==> src/rtl/wb_trace_buf.sv <==
// Write-back trace buffer: stamps stage-4 write-back events and queues them in a
// FIFO, under an arm / trigger / post-trigger / freeze capture controller.
module wb_trace_buf #(
  parameter int DEPTH     = 16,
  parameter int POST_CNT  = 4,
  parameter int DATA_SIZE = 32,
  parameter int REG_SIZE  = 5,
  parameter int CODE_SIZE = 6
) (
  input  logic                   clk,
  input  logic                   rst,
  input  logic [CODE_SIZE-1:0]   wb_code,
  input  logic [REG_SIZE-1:0]    wb_reg,
  input  logic [DATA_SIZE-1:0]   wb_data,
  input  logic                   arm,
  input  logic                   clr,
  input  logic                   trig_en,
  input  logic [REG_SIZE-1:0]    trig_reg,
  input  logic                   tr_ready,
  output logic                   tr_valid,
  output logic [15:0]            tr_stamp,
  output logic [CODE_SIZE-1:0]   tr_code,
  output logic [REG_SIZE-1:0]    tr_reg,
  output logic [DATA_SIZE-1:0]   tr_data,
  output logic [$clog2(DEPTH):0] level,
  output logic                   overflow,
  output logic [7:0]             drop_cnt,
  output logic [1:0]             state
);

  localparam int AW = $clog2(DEPTH);
  localparam logic [AW:0] FULL_LEVEL = (AW+1)'(DEPTH);
  localparam logic [7:0]  POST_LOAD  = 8'(POST_CNT);

  typedef enum logic [1:0] {
    IDLE   = 2'd0,
    RUN    = 2'd1,
    POST   = 2'd2,
    FROZEN = 2'd3
  } state_t;

  state_t          fsm;
  logic [7:0]      post_left;
  logic [15:0]     cycle_cnt;
  logic [AW-1:0]   rd_ptr;
  logic [AW-1:0]   wr_ptr;
  logic [AW:0]     count;

  logic [15:0]          stamp_mem [DEPTH];
  logic [CODE_SIZE-1:0] code_mem  [DEPTH];
  logic [REG_SIZE-1:0]  reg_mem   [DEPTH];
  logic [DATA_SIZE-1:0] data_mem  [DEPTH];

  logic is_event;
  logic capturing;
  logic full;
  logic pop;
  logic push;
  logic drop;
  logic trig_hit;

  // A full FIFO still accepts an event when the head leaves in the same cycle.
  always_comb begin
    is_event  = (wb_code != '0);
    capturing = is_event && ((fsm == RUN) || (fsm == POST));
    full      = (count == FULL_LEVEL);
    pop       = tr_valid && tr_ready;
    push      = capturing && (!full || pop);
    drop      = capturing && full && !pop;
    trig_hit  = (fsm == RUN) && is_event && trig_en && (wb_reg == trig_reg);
  end

  assign tr_valid = (count != '0);
  assign level    = count;
  assign state    = fsm;
  assign tr_stamp = tr_valid ? stamp_mem[rd_ptr] : '0;
  assign tr_code  = tr_valid ? code_mem[rd_ptr]  : '0;
  assign tr_reg   = tr_valid ? reg_mem[rd_ptr]   : '0;
  assign tr_data  = tr_valid ? data_mem[rd_ptr]  : '0;

  // Timestamp source keeps counting through clr so stamps stay monotonic.
  always_ff @(posedge clk) begin
    if (rst) begin
      cycle_cnt <= 16'd0;
    end else begin
      cycle_cnt <= cycle_cnt + 16'd1;
    end
  end

  always_ff @(posedge clk) begin
    if (rst || clr) begin
      rd_ptr <= '0;
      wr_ptr <= '0;
      count  <= '0;
    end else begin
      if (push) begin
        wr_ptr <= wr_ptr + AW'(1);
      end
      if (pop) begin
        rd_ptr <= rd_ptr + AW'(1);
      end
      case ({push, pop})
        2'b10:   count <= count + (AW+1)'(1);
        2'b01:   count <= count - (AW+1)'(1);
        default: count <= count;
      endcase
    end
  end

  // Storage carries no reset; the read mux masks stale contents while empty.
  always_ff @(posedge clk) begin
    if (push && !rst && !clr) begin
      stamp_mem[wr_ptr] <= cycle_cnt;
      code_mem[wr_ptr]  <= wb_code;
      reg_mem[wr_ptr]   <= wb_reg;
      data_mem[wr_ptr]  <= wb_data;
    end
  end

  always_ff @(posedge clk) begin
    if (rst || clr) begin
      overflow <= 1'b0;
      drop_cnt <= 8'd0;
    end else if (drop) begin
      overflow <= 1'b1;
      if (drop_cnt != 8'hFF) begin
        drop_cnt <= drop_cnt + 8'd1;
      end
    end
  end

  // The trigger event itself does not count toward the post-trigger window.
  always_ff @(posedge clk) begin
    if (rst || clr) begin
      fsm       <= IDLE;
      post_left <= 8'd0;
    end else begin
      case (fsm)
        IDLE: begin
          if (arm) begin
            fsm <= RUN;
          end
        end
        RUN: begin
          if (trig_hit) begin
            if (POST_CNT == 0) begin
              fsm <= FROZEN;
            end else begin
              fsm       <= POST;
              post_left <= POST_LOAD;
            end
          end
        end
        POST: begin
          if (is_event) begin
            post_left <= post_left - 8'd1;
            if (post_left == 8'd1) begin
              fsm <= FROZEN;
            end
          end
        end
        FROZEN: begin
          if (arm) begin
            fsm <= RUN;
          end
        end
        default: fsm <= IDLE;
      endcase
    end
  end

endmodule
==> config.mk <==
export PLATFORM = sky130hd
export DESIGN_NAME = wb_trace_buf
export DESIGN_NICKNAME = d
export VERILOG_FILES = /design/src/rtl/wb_trace_buf.sv
export SDC_FILE = /design/constraint.sdc
export NUM_CORES = 1
export LEC_CHECK = 0
export CORE_ASPECT_RATIO = 2
export CORE_MARGIN = 2
export CORE_UTILIZATION = 40
export DETAILED_ROUTE_END_ITERATION = 8
export PLACE_DENSITY = 0.6
export SKIP_CTS_REPAIR_TIMING = 1
export SYNTH_ARGS = -nofsm -noshare
export SYNTH_HDL_FRONTEND = slang
export SYNTH_SLANG_ARGS = --single-unit
==> constraint.sdc <==
create_clock -name clk -period 21.3 [get_ports clk]
set_clock_uncertainty 0.05 [all_clocks]
set_input_delay 6.39 -clock clk [delete_from_list [all_inputs] [get_ports clk]]
set_output_delay 6.39 -clock clk [all_outputs]
set_load 0.05 [all_outputs]
---- After elaboration in Yosys (flattened, before gate mapping) ----
Memory sizes are Yosys's and may differ from the RTL's. A register that Yosys moved wholly into a read port is not among the register bits.
Cells that the tools add are included.
word-level totals
  memories kept ........................... 4
  bits in writable memories ............... 944
  input bits .............................. 54
  register bits ........................... 48
  output and inout port bits .............. 76
memory list
  name       depth  width  read ports  clocked after memory_dff  write ports  RTL line  RTL
  data_mem   16     32     1           1                         1            52        logic [DATA_SIZE-1:0] data_mem [DEPTH];
  stamp_mem  16     16     1           1                         1            49        logic [15:0] stamp_mem [DEPTH];
  code_mem   16     6      1           1                         1            50        logic [CODE_SIZE-1:0] code_mem [DEPTH];
  reg_mem    16     5      1           1                         1            51        logic [REG_SIZE-1:0] reg_mem [DEPTH];
cells by class
  equal/unequal tests ..................... 13
  reductions and logical operators ........ 26
  $add $sub $neg .......................... 7
  muxes and demuxes ....................... 23
operators by type and width
  cell                     count
  $mux W32                 1
  $mux W4                  8
  $add A16 B1 Y16 const B  1
  $mux W16                 1
  $mux W8                  2
  $pmux W8 S2              1
  $logic_and A1 B1 Y1      10
  $pmux W5 S2              1
  $add A4 B1 Y4 const B    2
  $add A8 B1 Y8 const B    1
  $eq A8 B1 Y1 const B     1
  $mux W2                  4
  $ne A8 B8 Y1 const B     1
  $sub A8 B1 Y8 const B    1
  $eq A2 B2 Y1 const B     3
  $mux W6                  1
  $pmux W2 S3              1
  $reduce_bool A6 Y1       1
  $add A5 B1 Y5 const B    1
  $eq A5 B5 Y1             1
  $eq A5 B5 Y1 const B     1
  $mux W5                  1
  $reduce_bool A5 Y1       1
  $sub A5 B1 Y5 const B    1
  other kinds (12)         22

---- Depth between registers and ports, before layout ----
  word-level depth ........................ 8
  mapped depth ............................ 11
  mapped depth without buffers ............ 10

---- Worst setup path after synthesis ----
OpenSTA, ideal clock, no wires.
  path type ............................... input-to-reg
  from .................................... input port rst
  to ...................................... memory code_mem[0][0], enable pin
  arrival time ............................ 11.381 ns
  slack ................................... 9.321 ns
  path buffers ............................ 1
  stages on the path ...................... 5
  library setup time ...................... 0.548 ns
  path through ............................ clkbuf_1 > or2_2 > nor3_1 > nand2_1 > nor3_1
on the way
  word-level cells in the longest chain between the ends .. 5
RTL lines
  element                           RTL line  RTL
  from (decl)                       11        input logic rst,
  $logic_not A1 Y1                  112       if (push && !rst && !clr) begin
  $logic_and A1 B1 Y1 (2 in a row)  112
  $mux W1                           112
  $mux W1 (not written as such)     114       code_mem[wr_ptr] <= wb_code;
  to (decl)                         50
No other way between the ends.

==> summary.md <==
| Metric | Value |
|---|---|
| Global-route wire length before repair | `~130,000 µm` |
| Drt drc | `0` |
| Worst EP required | `roughly 15 ns` |
| CTS sink cnt | `between 900 and 1k` |
| Endpoint class of the critical path | `output port` |
| Synthesis-stage register bit count | `approximately 1,000` |
| Post-synth top cells | `edfxtp_1 (944), mux4_2 (295), and2_1 (60)` |
| Largest area contributor in the netlist | `edfxtp_1` |
| Critical path type | `reg2out` |
| Reg2reg setup slack | `~17 ns` |
| Grt ovf | `0` |
| 1st-pass router iterations | `5` |
| Port-buffer cells | `129` |
| Cts bufs inserted | `86` |
| Tmin final | `11.96 ns` |
| Setup crit end | `tr_data[4]` |
| Most frequent cell on the critical path | `mux4_2` |
| Sequential element share of the synthesized area | `0.7660` |
| Share of the synthesized area in the top cell type | `0.7389` |
| Fillers | `between 7k and 8k` |
| Starting Density | `0.4034` |
| Routed WL | `between 80,000 and 90,000 µm` |
| Most common cell in the netlist | `edfxtp_1` |
| Final Max Slew Viols | `0` |
| Worst R2R Path Depth | `7` |
| Detail Placement HPWL | `approximately 46,000 µm` |
| Final Total Pwr | `a little under 0.004 W` |
| Worst-skew pair later-pin latency | `between 0.6 and 0.7 ns` |
| Final hold vios | `0` |
| Critical path startpoint category | `flip-flop` |
| Least-Margin Pin Slew | `roughly 1.3 ns` |
| Delay-heaviest family, CP | `buffers and inverters` |
| Vias in the first global route | `between 15k and 20k` |
| Routed Antenna Nets | `0` |
| HP Class | `reg2reg` |
| Setup tns final | `0 ns` |
| Syn Inst Count | `approximately 1.7k` |
| Routed vias | `roughly 18k` |
| Synth top area cells | `edfxtp_1 (74%), mux4_2 (17%), dfxtp_1 (2.7%)` |
| Critical path depth in cells | `6` |
| DR vias/cell | `roughly 5.6` |
| Die H | `approximately 440 µm` |
| Share of cells above drive strength 1 | `0.2464` |
| H-tree depth | `3` |
| Total GRT Usage | `0.1811` |
| RSZ-0062 raised after global routing | `false` |
| Initial DRC Count | `1,685` |
| Post-Syn Area | `between 30,000 and 40,000 µm²` |
| Crit-path cells | `buf_12 -> buf_4 -> mux4_2 -> mux4_2 -> and2_1 -> clkdlybuf4s50_1` |
| Buf+Inv Stages, Crit Path | `3` |
| Full die area | `around 100,000 µm²` |
| Clock Tree Root | `clkbuf_16` |
| IO Pins | `130` |
| Core Region | `95,090 µm²` |
| Pleak | `between 10 and 15 nW` |
| Final GP Congestion | `roughly 0.73` |
| Dpl cells | `between 2k and 3k` |
| Maximum clock rate | `around 0.084 GHz` |
| Max-Cap Viols | `0` |
| FP Rows | `160` |
| Footprint of the multi-input gates | `slightly below 9000 µm²` |
| CTS clk-pin slew, worst paths | `around 0.07 ns` |
| CTS tree | `built` |
| Syn nets | `roughly 1.8k` |
| PwrDens | `89.74 nW/µm²` |
| P&R area growth vs syn | `14.60%` |
| Reg2reg end | `data_mem[3][26]` |
| Final setup fails | `0` |
| Clock tree buffer depth | `3` |
| Final Cycle Share | `0.5617` |
| Largest net degree at the start of global routing | `~130` |
| Hold Slack | `0.4380 ns` |
| Post-synth EDFFs | `944` |
| Prevailing post-synth register cell | `edfxtp_1` |
| Synth unique cells | `between 40 and 50` |
| Avg WL per Cell | `roughly 28 µm` |
| Worst vdd ir | `approximately 55 µV` |
| Initial antenna violation count | `7` |
| R2r startpoint | `state[0]` |
| Post-synth ARST share | `0` |
| Worst Path Arrival | `about 5.5 ns` |
| Critical-path maximum fanout | `124` |
| Worst slew margin | `0.1195` |
| Critical path's slowest cell | `buf_4` |
| Syn. warnings | `0` |
| Final Non-Filler Cells | `between 3k and 4k` |
| Sequential cell area | `approximately 30,000 µm²` |
| CP peak stage delay | `0.91 ns` |
| Nets | `between 1.5k and 2k` |
| Die width | `approximately 220 µm` |
| Outcome | `finished clean` |
| Avg Cell Area, Syn | `22.62 µm²` |
-- flip-flops by register name, summed over array words and instances (netlist names), 5 cells and up, named ones only --
name	cells
cycle_cnt	16
reg_mem	80
level	5
stamp_mem	256
data_mem	512
drop_cnt	8
code_mem	96
post_left	8
-- how the worst min path moves through the flow --
| stage | startpoint | endpoint | slack, ns | cells past startpoint |
|---|---|---|---|---|
| final | rd_ptr[1] | flip-flop | 0.44 | 2 |
| after detailed placement | rd_ptr[1] | flip-flop | 0.43 | 2 |
| after floorplan | post_left[1] | post_left[1] | 0.39 | 2 |
| after global routing | post_left[7] | post_left[7] | 0.47 | 2 |
| after global placement | post_left[1] | post_left[1] | 0.40 | 2 |
| after CTS | rd_ptr[1] | flip-flop | 0.45 | 2 |
-- where the power goes --
group	internal, W	switching (W)	total (W)
sequential	0.00214	0.00000731	0.00215
combinational	0.0000809	0.000136	0.000217
clock	0.000873	0.000709	0.00158
total	0.00309	0.000853	0.00395
-- worst min-delay path, stage by stage (launching register included) --
cell and delay [ns]:
dfxtp_1 0.32, nand2_1 0.06, a21oi_1 0.07
-- area by class of cell --
type                            count  area share
Antenna cell                        1  0.00005692
Clock buffer                      105     0.05151
Clock inverter                     53     0.01235
Inverter                           14    0.001195
Multi-Input combinational cell    600      0.1966
Sequential cell                   996      0.6688
Tap cell                         1215     0.03458
Timing Repair Buffer              160     0.03495
-- layer usage --
layer  routed length [µm]  share of wire  GRT usage
met1                33490           0.38     0.2187
met3                 4184          0.048    0.02875
met2                47940           0.55     0.3344
met5                   46        0.00053          0
met4                 1775          0.020    0.04805
-- cells in the final DEF, fill, tap and decap left out, types with 4 or more instances in the layout --
| cell type | synthesis | layout |
|---|---|---|
| a21oi_1 | 14 | 14 |
| nand2_1 | 25 | 25 |
| mux4_2 | 295 | 295 |
| nor2_4 | 0 | 12 |
| edfxtp_1 | 944 | 944 |
| clkbuf_1 | 54 | 16 |
| clkdlybuf4s50_1 | 0 | 129 |
| and3_1 | 5 | 5 |
| bufinv_16 | 0 | 9 |
| inv_1 | 14 | 14 |
| ha_1 | 12 | 12 |
| inv_6 | 0 | 5 |
| o21ai_0 | 11 | 11 |
| or3_1 | 13 | 13 |
| or4_1 | 7 | 7 |
| nand3_1 | 14 | 14 |
| mux2i_1 | 5 | 5 |
| xnor2_1 | 17 | 17 |
| nor3_1 | 12 | 8 |
| xor2_1 | 14 | 14 |
| dfxtp_4 | 0 | 4 |
| nor3_2 | 0 | 4 |
| buf_4 | 0 | 30 |
| a211oi_1 | 4 | 4 |
| clkinv_2 | 0 | 13 |
| nand4_1 | 5 | 5 |
| nor2_1 | 53 | 41 |
| and2_1 | 60 | 60 |
| dfxtp_1 | 52 | 48 |
| clkinv_1 | 0 | 19 |
| clkbuf_16 | 0 | 87 |
-- through the flow --
step | area, µm² | worst slack, ns | utilization
finish | 43970 | 9.336 | 0.4624
global route | 43970 | 8.858 | 0.4624
CTS | 43960 | 9.087 | 0.4623
detailed placement | 41160 | 9.864 | 0.4328
global placement | 41160 | 9.901 | 0.4328
floorplan | 38360 | 9.321 | -
-- logic make-up after synthesis --
kind of cell / synth area share
adder cells (fa/ha/maj): 0.003914
buffers and inverters: 0.01174
AND/OR/NAND/NOR: 0.02981
AO/OA/AOI/OAI: 0.006947
multiplexers: 0.1745
flip-flops: 0.7660
XOR/XNOR: 0.007077
Note: power is estimated with default switching activity, not from simulation.
